<file path="config.mk">
export PLATFORM = sky130hd
export DESIGN_NAME = fetch_ctrl
export DESIGN_NICKNAME = d
export VERILOG_FILES = /design/src/rtl/fetch_pkg.sv /design/src/rtl/fetch_queue.sv /design/src/rtl/fetch_ctrl.sv
export SDC_FILE = /design/constraint.sdc
export NUM_CORES = 1
export LEC_CHECK = 0
export ABC_CLOCK_PERIOD_IN_PS = 21400
export CORE_MARGIN = 4
export CORE_UTILIZATION = 53
export DETAILED_ROUTE_END_ITERATION = 10
export PLACE_DENSITY = 0.85
export SYNTH_ARGS = -nofsm -noshare
export SYNTH_HDL_FRONTEND = slang
export SYNTH_SLANG_ARGS = --single-unit
</file>
<file path="constraint.sdc">
create_clock -name clk -period 21.4 [get_ports clk]
set_input_delay 4.28 -clock clk [delete_from_list [all_inputs] [get_ports clk]]
set_output_delay 4.28 -clock clk [all_outputs]
set_load 0.02 [all_outputs]
</file>
<file path="src/rtl/fetch_pkg.sv">
// Shared types and constants for the instruction-fetch front end.
package fetch_pkg;

    // Every instruction is one 32-bit word, so the PC advances by 4 bytes.
    localparam int unsigned INSTR_BYTES = 4;

    // Widths of the fields stored in each queue entry. These match the
    // default core build. The top zero-extends or truncates to these widths.
    localparam int unsigned FETCH_ADDR_W = 32;
    localparam int unsigned FETCH_DATA_W = 32;

    // RUN fetches sequentially. FAULT holds fetch until the next redirect.
    typedef enum logic {
        RUN   = 1'b0,
        FAULT = 1'b1
    } fetch_state_t;

    // One fetched instruction and the PC it came from.
    typedef struct packed {
        logic [FETCH_ADDR_W-1:0] pc;
        logic [FETCH_DATA_W-1:0] instr;
    } fetch_entry_t;

endpackage

</file>
<file path="src/rtl/fetch_queue.sv">
// Small synchronous FIFO that holds fetched instructions between the
// instruction memory and decode. Flush empties it in a single cycle and
// takes precedence over push and pop.
module fetch_queue
    import fetch_pkg::*;
#(
    parameter int unsigned DEPTH = 2   // power of two, at least 2
) (
    input  logic         clk,
    input  logic         rst_n,
    input  logic         push_i,
    input  logic         pop_i,
    input  logic         flush_i,
    input  fetch_entry_t wr_entry_i,
    output fetch_entry_t rd_entry_o,
    output logic         full_o,
    output logic         empty_o
);

    localparam int unsigned PTR_W = $clog2(DEPTH);

    // The extra MSB on each pointer tells a full queue apart from an empty one.
    logic [PTR_W:0] wr_ptr_q, wr_ptr_d;
    logic [PTR_W:0] rd_ptr_q, rd_ptr_d;
    fetch_entry_t   mem_q [DEPTH];

    logic do_push;
    logic do_pop;

    assign empty_o = (wr_ptr_q == rd_ptr_q);
    assign full_o  = (wr_ptr_q[PTR_W] != rd_ptr_q[PTR_W]) &&
                     (wr_ptr_q[PTR_W-1:0] == rd_ptr_q[PTR_W-1:0]);

    // A push is accepted when a slot is free, or when a pop frees one on the same edge.
    assign do_push = push_i && (!full_o || pop_i);
    assign do_pop  = pop_i && !empty_o;

    assign rd_entry_o = mem_q[rd_ptr_q[PTR_W-1:0]];

    // Compute the next pointer values. Flush overrides push and pop.
    always_comb begin
        // NOTE: each output gets a default first, so no path leaves it unassigned. This prevents inferred latches.
        wr_ptr_d = wr_ptr_q;
        rd_ptr_d = rd_ptr_q;
        if (flush_i) begin
            wr_ptr_d = '0;
            rd_ptr_d = '0;
        end else begin
            if (do_push) wr_ptr_d = wr_ptr_q + (PTR_W+1)'(1);
            if (do_pop)  rd_ptr_d = rd_ptr_q + (PTR_W+1)'(1);
        end
    end

    // Pointer registers with synchronous reset.
    always_ff @(posedge clk) begin
        // NOTE: registers use non-blocking assignments, so every flop samples pre-edge values.
        if (!rst_n) begin
            wr_ptr_q <= '0;
            rd_ptr_q <= '0;
        end else begin
            wr_ptr_q <= wr_ptr_d;
            rd_ptr_q <= rd_ptr_d;
        end
    end

    // Write the storage array. A flush discards the incoming push.
    always_ff @(posedge clk) begin
        // NOTE: the storage array is deliberately not reset. The pointers decide validity, and the top masks the head while the queue is empty.
        if (do_push && !flush_i) begin
            mem_q[wr_ptr_q[PTR_W-1:0]] <= wr_entry_i;
        end
    end

endmodule

</file>
<file path="src/rtl/fetch_ctrl.sv">
// Instruction-fetch controller. It fetches sequentially from a combinational
// instruction memory into a small queue, and handles execute redirects.
// Out-of-range or misaligned fetch addresses raise a sticky fault.
module fetch_ctrl
    import fetch_pkg::*;
#(
    parameter int unsigned              ADDRESS_WIDTH = 32,
    parameter int unsigned              DATA_WIDTH    = 32,
    parameter int unsigned              QUEUE_DEPTH   = 2,
    parameter int unsigned              IMEM_BYTES    = 4096,
    parameter logic [ADDRESS_WIDTH-1:0] RESET_PC      = '0
) (
    input  logic                     clk,
    input  logic                     rst_n,
    output logic [ADDRESS_WIDTH-1:0] imem_addr,
    input  logic [DATA_WIDTH-1:0]    imem_instr,
    input  logic                     redirect_valid,
    input  logic [ADDRESS_WIDTH-1:0] redirect_pc,
    output logic                     out_valid,
    output logic [DATA_WIDTH-1:0]    out_instr,
    output logic [ADDRESS_WIDTH-1:0] out_pc,
    input  logic                     out_ready,
    output logic                     fault,
    output logic [ADDRESS_WIDTH-1:0] fault_pc,
    output logic [31:0]              instr_count
);

    // Highest byte address at which a whole instruction still fits.
    localparam logic [ADDRESS_WIDTH-1:0] LAST_PC = ADDRESS_WIDTH'(IMEM_BYTES - INSTR_BYTES);

    fetch_state_t             state_q, state_d;
    logic [ADDRESS_WIDTH-1:0] fetch_pc_q, fetch_pc_d;
    logic                     fault_q, fault_d;
    logic [ADDRESS_WIDTH-1:0] fault_pc_q, fault_pc_d;
    logic [31:0]              count_q, count_d;

    logic         push;
    logic         pop;
    logic         pc_bad;
    logic         q_full;
    logic         q_empty;
    fetch_entry_t push_entry;
    fetch_entry_t head_entry;

    assign pop    = out_valid && out_ready;
    assign pc_bad = (fetch_pc_q[1:0] != 2'b00) || (fetch_pc_q > LAST_PC);

    assign push_entry.pc    = FETCH_ADDR_W'(fetch_pc_q);
    assign push_entry.instr = FETCH_DATA_W'(imem_instr);

    fetch_queue #(
        .DEPTH (QUEUE_DEPTH)
    ) u_queue (
        .clk        (clk),
        .rst_n      (rst_n),
        .push_i     (push),
        .pop_i      (pop),
        .flush_i    (redirect_valid),
        .wr_entry_i (push_entry),
        .rd_entry_o (head_entry),
        .full_o     (q_full),
        .empty_o    (q_empty)
    );

    // Next state and fetch decisions. Redirect outranks fetching and fault detection.
    always_comb begin
        state_d    = state_q;
        fetch_pc_d = fetch_pc_q;
        fault_d    = fault_q;
        fault_pc_d = fault_pc_q;
        count_d    = pop ? count_q + 32'd1 : count_q;
        push       = 1'b0;

        if (redirect_valid) begin
            state_d    = RUN;
            fetch_pc_d = redirect_pc;
        end else begin
            case (state_q)
                RUN: begin
                    if (pc_bad) begin
                        state_d    = FAULT;
                        fault_d    = 1'b1;
                        fault_pc_d = fetch_pc_q;
                    end else if (!q_full || pop) begin
                        push       = 1'b1;
                        fetch_pc_d = fetch_pc_q + ADDRESS_WIDTH'(INSTR_BYTES);
                    end
                end
                FAULT: begin
                    // Fetch holds here. Queued entries keep draining through decode.
                end
                default: state_d = RUN;
            endcase
        end
    end

    // State, PC, fault and counter registers. Reset overrides everything else.
    always_ff @(posedge clk) begin
        if (!rst_n) begin
            state_q    <= RUN;
            fetch_pc_q <= RESET_PC;
            fault_q    <= 1'b0;
            fault_pc_q <= '0;
            count_q    <= '0;
        end else begin
            state_q    <= state_d;
            fetch_pc_q <= fetch_pc_d;
            fault_q    <= fault_d;
            fault_pc_q <= fault_pc_d;
            count_q    <= count_d;
        end
    end

    // The head is only meaningful while valid. Zero it otherwise so the outputs stay clean.
    assign out_valid   = !q_empty;
    assign out_pc      = out_valid ? ADDRESS_WIDTH'(head_entry.pc) : '0;
    assign out_instr   = out_valid ? DATA_WIDTH'(head_entry.instr) : '0;
    assign imem_addr   = fetch_pc_q;
    assign fault       = fault_q;
    assign fault_pc    = fault_pc_q;
    assign instr_count = count_q;

endmodule

</file>
* Yosys cells after proc, flatten, opt, wreduce, memory -nomap -nowiden *
Memory sizes are Yosys's and may differ from the RTL's. A register that Yosys moved wholly into a read port is not among the register bits.
Index checks and enable logic that the tools add are counted.

word-level totals
  flip-flop bits (word level) = 102
  word-level logic and storage cells = 52
  memory bits (writable) = 128
  memories = 1
  output and inout port bits = 162

cells by class
  reductions and logical operators = 15
  equality and inequality tests = 5
  bitwise logic cells = 3
  add/subtract/negate cells = 4
  mux-type cells = 16
  order comparisons = 1

memory list
  name           words  width  read ports  clocked after Yosys merged registers in  write ports  RTL line           source
  u_queue.mem_q  2      64     1           1                                        1            fetch_queue.sv:25  fetch_entry_t mem_q [DEPTH];

operator list
  cell                     number
  $mux W32                 6
  $add A32 B1 Y32 const B  1
  $add A32 B3 Y32 const B  1
  $gt A32 B12 Y1 const B   1
  $mux W1                  10
  $reduce_and A3 Y1        2
  $logic_and A1 B1 Y1      5
  $add A2 B1 Y2 const B    2
  $ne A2 B2 Y1 const B     2
  $reduce_bool A2 Y1       2
  $logic_not A1 Y1         3
  $not A1 Y1               3
  $eq A2 B2 Y1             1
  $logic_or A1 B1 Y1       2
  $reduce_or A2 Y1         1
  $eq A1 B1 Y1             1
  $ne A1 B1 Y1             1

* Logic depth before layout (Yosys ltp) *
Gate-level depths: netlist (run 1).

  word-level depth = 12
  gate-level depth with buffers = 7
  mapped depth without buffers = 6

* Cells and area by module *
From an unflattened synthesis (run 1), not the netlist that was laid out.

unflattened totals
  cell total of the unflattened synthesis = 807
  area, all modules = 9753.1 µm²

modules (own cells, without submodules)
  module       times used  area each (µm²)  cells each
  fetch_queue  1           4918.5           238
  fetch_ctrl   1           4834.6           569

* Least setup slack after synthesis (run 1) *
Ideal clock, no wire load.

  path kind = in2reg
  start point = input port out_ready
  end point = memory u_queue.mem_q[0][0] (netlist name) (enable)
  path buffers = 1
  stages = 4
  path slack = 11.101 ns
  arrival time = 9.721 ns
  cell sequence = clkbuf_1 -> o311ai_4 -> nor3_4 -> nor3b_1

between the ends
  cells in the longest elaborated chain, start to end = 10

ends and longest elaborated chain
  element                          RTL line                             source
  start, declared                  fetch_ctrl.sv:22                     input logic out_ready,
  $logic_and A1 B1 Y1 *            fetch_ctrl.sv:45                     assign pop = out_valid && out_ready;
  $logic_or A1 B1 Y1 *             fetch_queue.sv:35, fetch_ctrl.sv:84
  $mux W1                          fetch_ctrl.sv:84                     end else if (!q_full || pop) begin
  $mux W1                          fetch_ctrl.sv:80                     if (pc_bad) begin
  $mux W1                          fetch_ctrl.sv:78                     case (state_q)
  $mux W1                          fetch_ctrl.sv:74                     if (redirect_valid) begin
  $logic_and A1 B1 Y1 *            fetch_queue.sv:35                    assign do_push = push_i && (!full_o || pop_i);
  $logic_and A1 B1 Y1 *            fetch_queue.sv:69                    if (do_push && !flush_i) begin
  $mux W1 *                        fetch_queue.sv:69
  $mux W1 (implied by the code) *  fetch_queue.sv:70                    mem_q[wr_ptr_q[PTR_W-1:0]] <= wr_entry_i;
  end, declared                    fetch_queue.sv:25

Every way passes the cells marked *; elsewhere a longest branch is shown, timed or not.

* Worst setup path after layout (run 1) *
  start point = register u_queue.wr_ptr_q[1]
  end point = output port out_pc[2]

between the ends
  cells in the longest elaborated chain, start to end = 2

ends and longest elaborated chain
  element                 RTL line           source
  start, declared         fetch_queue.sv:23  logic [PTR_W:0] wr_ptr_q, wr_ptr_d;
  start signal, assigned  fetch_queue.sv:61  wr_ptr_q <= wr_ptr_d;
  $eq A2 B2 Y1            fetch_queue.sv:30  assign empty_o = (wr_ptr_q == rd_ptr_q);
  $mux W32                fetch_ctrl.sv:116  assign out_pc = out_valid ? ADDRESS_WIDTH'(head_entry.pc) : '0;
  end, declared           fetch_ctrl.sv:21   output logic [ADDRESS_WIDTH-1:0] out_pc,

No other way between the ends.

==> results.txt, run 1 <==
Hold-fix buffers, CTS: 0
largest net degree at the start of global routing: 79
Total Wirelength: 22.04 mm
Slew Viols, Final: 0
H-tree levels: 1
Final Critical Period: 7.161 ns
TritonCTS buffer count: 23
clock share of power: 42.0%
post-place setup slack: 14.58 ns
ys async rst share: 0%
Starting Density: 53.82%
row count: 48
worst hold stages: 2
Worst-path clk slew: 0.06 ns
startpoint types: flip-flop
final net count: 1011
drc violations: 0
CP arrival: 2.88 ns
Vias/cell: 5.291
critical path required time: 17.12 ns
layout cells sized above 1: 6.263%
Netlist Area Pre-Place: 9276 um2
Net Sw Frac: 20.78%
endpoints failing setup: 0
clk_lat worst skew: 0.50 ns
post-route insts no fill: 1186
Post-Synthesis Cells: 721
Final ANT Viol Nets: 0
Post-CTS Setup Repair Bufs: 0
clk sinks: 231
Static Leakage: 4.206 nW
number of failing hold endpoints at the final stage: 0
fin area: 12490 um2
EDFF count, synth: 128
vias in the first global route: 6196
f_max: 139.7 MHz
Seq pwr share: 51.4%
die height: 140.3 um
setup_tns: 0 ns
syn_area_per_cell: 12.87 um2
Synth-to-Final Area Change: 34.69%
clock buffer depth: 3
Layout fillers: 1169
DIE AREA: 19680 um2
Tightest Pin Transition: 1.134 ns
detailed placement HPWL: 14.42 mm
fin worst setup slack: 14.24 ns
hold_ws: 0.4611 ns
gr usage total: 21.42%
FF+latch count, synth: 231
final clock skew: 0.01362 ns
Logic pwr share: 6.7%
VDD IR max: 56.29 uV
Yosys warnings: 0
GRT overflow: 0
Worst Path Max Fanout: 64
Core Util, Final: 72.49%
Wirelength per Cell: 18.58 um
GPL Wtd Cong: 0.7887
Seq/Total Area, Yosys: 63.66%
critical path class: reg2out
Psw: 0.1963 mW
core area: 17240 um2
post_cts resized: 0
Unique masters post-synth: 40
clock root buffer: clkbuf_16
number of top-level pins: 230
relative slew slack: 24.41%
syn nets: 791
first drt pass iteration count: 6
internal power: 0.7483 mW
global-route wire length before repair: 33.95 mm
max capacitance violation total: 0
status: finished, final reports clean
Placed Area: 11730 um2
FF-to-FF path depth: 5
initial drt markers: 315
# port buffers: 229
via count: 6275
Die Wd: 140.3 um
placed cells: 1141
Post-synth top flop: edfxtp_1
initial antenna violation count: 3
CTS tree: done
unrepaired setup endpoints after global routing: no
CP endpoint kind: output port
overall power: 0.9447 mW
final worst path period share: 33.46%
pwr dens: 75.61 nW/um2
hold crit path type: reg2reg
worst paths after layout:
| check | slack, ns | startpoint | to |
|---|---|---|---|
| worst min register to register | 0.46 | fault | fault |
| worst max-delay path | 14.24 | u_queue.wr_ptr_q[1] | out_pc[2] |
| worst min-delay path | 0.46 | fault | fault |
| worst max register to register | 18.39 | imem_addr[1] | u_queue.mem_q[0][33] |
cells in the mapped netlist, types with 2 or more instances:
master      n  share of area [%]
nor2_1     75                3.0
and2_1     28                1.9
xor2_1      8               0.76
o21ai_0    11               0.59
nor3_2      2               0.22
and4_1      4               0.38
nor4_2      9                1.2
xnor2_1    37                3.5
nand3_1    22                1.2
nand4_1    16                1.1
nor2b_1    54                3.6
buf_2       4               0.22
edfxtp_1  128                 41
nor3_1      3               0.16
nor4_1      3               0.20
inv_1       6               0.24
and3_1      5               0.34
a21boi_0    5               0.40
dfxtp_1   103                 22
or3_1       2               0.13
nand2_1    19               0.77
clkbuf_1   20               0.81
ha_1        2               0.27
a21oi_1    12               0.65
mux2i_1   115                 12
buf_4       3               0.24
buf_1      11               0.45
a21boi_1    2               0.16
worst max-delay path: stages, from the launching register on:
cell	delay, ns
dfxtp_1	0.32
xnor2_1	0.48
and2_2	0.25
buf_4	0.54
nor2_1	0.13
clkdlybuf4s50_1	0.61
flip-flops by register name, indices dropped and copies added, names as in the netlist, named ones only:
signal,count
instr_count,32
fault_pc,32
u_queue.wr_ptr_q,2
state_q,1
imem_addr,32
fault,1
u_queue.rd_ptr_q,2
u_queue.mem_q,128
cell type report:
| type | instances | area (um2) | area share [%] |
|---|---|---|---|
| sequential | 231 | 5909 | 47.30 |
| multi-input combinational | 445 | 3197 | 25.59 |
| timing repair buffer | 234 | 2320 | 18.57 |
| clock buffer | 36 | 674.4 | 5.398 |
| tap | 225 | 281.5 | 2.253 |
| clock inverter | 6 | 82.58 | 0.6609 |
| inverter | 6 | 22.52 | 0.1803 |
| antenna | 3 | 7.507 | 0.06008 |
power groups by stage:
stage	clock, mW	combinational, mW	sequential (mW)
CTS	0.403	0.0633	0.485
global placement	0	0.0619	0.494
finish	0.396	0.0631	0.485
floorplan	0	0.0241	0.499
detailed placement	0	0.0629	0.495
global route	0.424	0.0670	0.486
per-layer routing:
metal  up-vias  GRT usage [%]  part of all wire (%)
li1       2997              -                     -
met1      3020          28.11                    42
met2       214          35.69                    48
met3        44          4.848                   7.3
met4         0          6.629                   2.5
met5         -              0                     0
layout by cell type (no fill, tap or decap), types with 2 or more instances in the layout:
cell type,netlist,layout
clkbuf_16,0,23
and4_1,4,4
nor3_2,2,2
edfxtp_1,128,128
nor4_2,9,9
nor3_1,3,3
nand3_1,22,22
inv_1,6,6
clkdlybuf4s50_1,0,227
xnor2_1,37,37
ha_1,2,2
buf_4,3,5
nor2b_1,54,54
a21boi_1,2,2
nor2_1,75,75
mux2i_1,115,115
diode_2,0,3
clkbuf_8,0,5
clkinv_2,0,2
a21boi_0,5,5
and3_1,5,4
dfxtp_1,103,102
o21ai_0,11,11
nand2_1,19,19
nor4_1,3,3
xor2_1,8,8
buf_2,4,2
bufinv_16,0,2
a21oi_1,12,12
nand4_1,16,16
clkbuf_1,20,8
and2_1,28,27
or3_1,2,2
cell families (layout without fill, tap and decap cells):
group           after synthesis  in the layout  synth area share, %
compound gates               35             35                2.455
flops                       231            231                63.66
buf+inv                      45            282                2.077
mux                         115            115                12.41
other cells                   0              3                    0
xor+xnor                     45             45                4.249
simple gates                248            248                14.88
fa+ha+maj                     2              2               0.2697
Power figures use the tool's default switching activity.
==> run 2, diff against run 1 <==
--- a/config.mk
+++ b/config.mk
@@ -5,11 +5,11 @@
 export SDC_FILE = /design/constraint.sdc
 export NUM_CORES = 1
 export LEC_CHECK = 0
-export ABC_CLOCK_PERIOD_IN_PS = 21400
+export ABC_CLOCK_PERIOD_IN_PS = 7000
 export CORE_MARGIN = 4
-export CORE_UTILIZATION = 53
+export CORE_UTILIZATION = 49
 export DETAILED_ROUTE_END_ITERATION = 10
-export PLACE_DENSITY = 0.85
+export PLACE_DENSITY = 0.8
 export SYNTH_ARGS = -nofsm -noshare
 export SYNTH_HDL_FRONTEND = slang
 export SYNTH_SLANG_ARGS = --single-unit
==> constraint.sdc (replaced) <==
create_clock -name clk -period 7 [get_ports clk]
set_input_delay 1.4 -clock clk [delete_from_list [all_inputs] [get_ports clk]]
set_output_delay 1.4 -clock clk [all_outputs]
set_load 0.02 [all_outputs]
==> run 2 against run 1 <==
Against the previous run: non-clock buffer count up 1; clock power grew to 3.3 times the previous value; total power grew to 3.2 times the previous value; flip-flop and latch count is the same; worst hold slack better by 0.010 ns; routed wire length rose by 1.0%; worst setup slack got worse by 12 ns; critical path type unchanged; largest cell class unchanged.
==> results.txt, run 2 (same netlist as run 1, synthesis figures left out) <==
Worst Hold Launch: fault_pc[15]
gr usage total: 20.27% (-1.2 points)
clk_lat worst skew: 0.50 ns (about the same)
Placed Area: 11760 um2 (+0.21%)
Worst Path Max Fanout: 64 (unchanged)
endpoints failing setup: 0 (unchanged)
Total Wirelength: 22.27 mm (+1.0%)
Starting Density: 49.76% (-4.1 points)
final worst path period share: 60.92%
placed cells: 1151 (+0.88%)
final net count: 1013 (+0.20%)
drc violations: 0 (unchanged)
Worst Hold End: fault_pc[15]
f_max: 234.5 MHz
global-route wire length before repair: 35.00 mm (+3.1%)
fin area: 12590 um2 (+0.77%)
Static Leakage: 4.252 nW (+1.1%)
Layout fillers: 1384 (+18%)
critical path required time: 5.60 ns (-11.52 ns)
r2r endpoint: u_queue.mem_q[0][14]
number of failing hold endpoints at the final stage: 0 (unchanged)
largest net degree at the start of global routing: 65 (-18%)
# diodes: 0 (-3)
Hold-fix buffers, CTS: 0 (unchanged)
worst hold stages: 2 (unchanged)
Synth-to-Final Area Change: 35.73%
max capacitance violation total: 0 (unchanged)
GRT overflow: 0 (unchanged)
hold crit path type: reg2reg
hold_ws: 0.4711 ns (+0.009950 ns)
status: finished, final reports clean
final clock skew: 0.01852 ns (+0.004895 ns)
Final ANT Viol Nets: 0 (unchanged)
Vias/cell: 5.191 (-1.9%)
Worst-path clk slew: 0.06 ns (about the same)
CTS tree: done
detailed placement HPWL: 14.70 mm (+2.0%)
CP arrival: 2.86 ns (-0.02 ns)
via count: 6203 (-1.1%)
initial drt markers: 310 (-1.6%)
most common cell after layout, fill and taps aside: clkdlybuf4s50_1
relative slew slack: 22.22% (-2.2 points)
first drt pass iteration count: 4 (-2)
core area: 18640 um2 (+8.2%)
clock buffer depth: 3 (unchanged)
TritonCTS buffer count: 24 (+4.3%)
FF-to-FF path depth: 5 (unchanged)
clock root buffer: clkbuf_16
DIE AREA: 21200 um2 (+7.7%)
initial antenna violation count: 0 (-3)
post_cts resized: 0 (unchanged)
GPL Wtd Cong: 0.7742 (-1.8%)
post-route insts no fill: 1195 (+0.76%)
Slew Viols, Final: 0 (unchanged)
overall power: 2.988 mW (+220%)
# port buffers: 229 (unchanged)
row count: 50 (+4.2%)
most frequent cells in the layout: clkdlybuf4s50_1 (227), edfxtp_1 (128), mux2i_1 (115)
startpoint types: flip-flop
pwr dens: 237.4 nW/um2 (+210%)
max reg flops: 128 (unchanged)
Die Wd: 145.6 um (+3.8%)
unrepaired setup endpoints after global routing: no
Worst R2R Setup Slack: 3.63 ns (-14.76 ns)
worst r2r src: imem_addr[1]
Post-CTS Setup Repair Bufs: 0 (unchanged)
setup_tns: 0 ns (unchanged)
die height: 145.6 um (+3.8%)
critical path class: reg2out
clk sinks: 231 (unchanged)
layout cells sized above 1: 6.660% (+0.40 points)
VDD IR max: 139.5 uV (+150%)
Tightest Pin Transition: 1.167 ns (+0.03292 ns)
vias in the first global route: 6292 (+1.5%)
CP endpoint kind: output port
number of top-level pins: 230 (unchanged)
Final Critical Period: 4.264 ns
H-tree levels: 1 (unchanged)
Wirelength per Cell: 18.63 um (+0.28%)
run 2: critical path: stages (launching register included):
cell	delay, ns
dfxtp_1	0.33
xnor2_1	0.45
and2_2	0.25
buf_4	0.52
nor2_1	0.15
clkdlybuf4s50_1	0.59
run 2: where the power goes:
group	switching (mW)	leakage (nW)	internal [mW]	total, mW
clock	0.499	0.412	0.814	1.31
combinational	0.0924	1.86	0.101	0.193
sequential	0.0307	1.98	1.45	1.48
total	0.622	4.25	2.37	2.99
run 2: area by class of cell:
| class | count | area (um2) | area share (%) |
|---|---|---|---|
| Timing Repair Buffer | 235 | 2327 | 18.48 |
| Sequential cell | 231 | 5909 | 46.93 |
| Tap cell | 234 | 292.8 | 2.325 |
| Multi-Input combinational cell | 445 | 3203 | 25.44 |
| Clock inverter | 7 | 81.33 | 0.6459 |
| Clock buffer | 37 | 754.5 | 5.992 |
| Inverter | 6 | 22.52 | 0.1789 |
run 2: per-stage QoR:
| step | setup slack, ns | util (%) |
|---|---|---|
| detailed placement | 2.773 | 63.05 |
| global placement | 2.785 | 63.05 |
| CTS | 2.688 | 67.54 |
| floorplan | 1.859 | - |
| finish | 2.736 | 67.54 |
| global route | 2.572 | 67.54 |
run 2: layer usage:
layer / routed length [um] / global-route usage [%] / share of wire [%] / vias up
met2: 10470 / 33.14 / 47 / 204
met4: 648 / 6.743 / 2.9 / 0
met1: 9764 / 26.84 / 44 / 2964
met3: 1388 / 4.796 / 6.2 / 38
li1: - / - / - / 2997
met5: 0 / 0 / 0 / -
run 2: worst max path at each step:
stage | from | end | slack [ns] | cells past startpoint
3_3_place_gp | out_ready | u_queue.mem_q[0][31] | 2.79 | 5
3_5_place_dp | out_ready | u_queue.mem_q[0][23] | 2.77 | 5
5_1_grt | u_queue.wr_ptr_q[1] | out_pc[18] | 2.57 | 5
6_report | u_queue.wr_ptr_q[1] | out_instr[22] | 2.74 | 5
4_1_cts | u_queue.wr_ptr_q[1] | out_instr[22] | 2.69 | 5
2_1_floorplan | out_ready | u_queue.mem_q[0][0] | 1.86 | 4
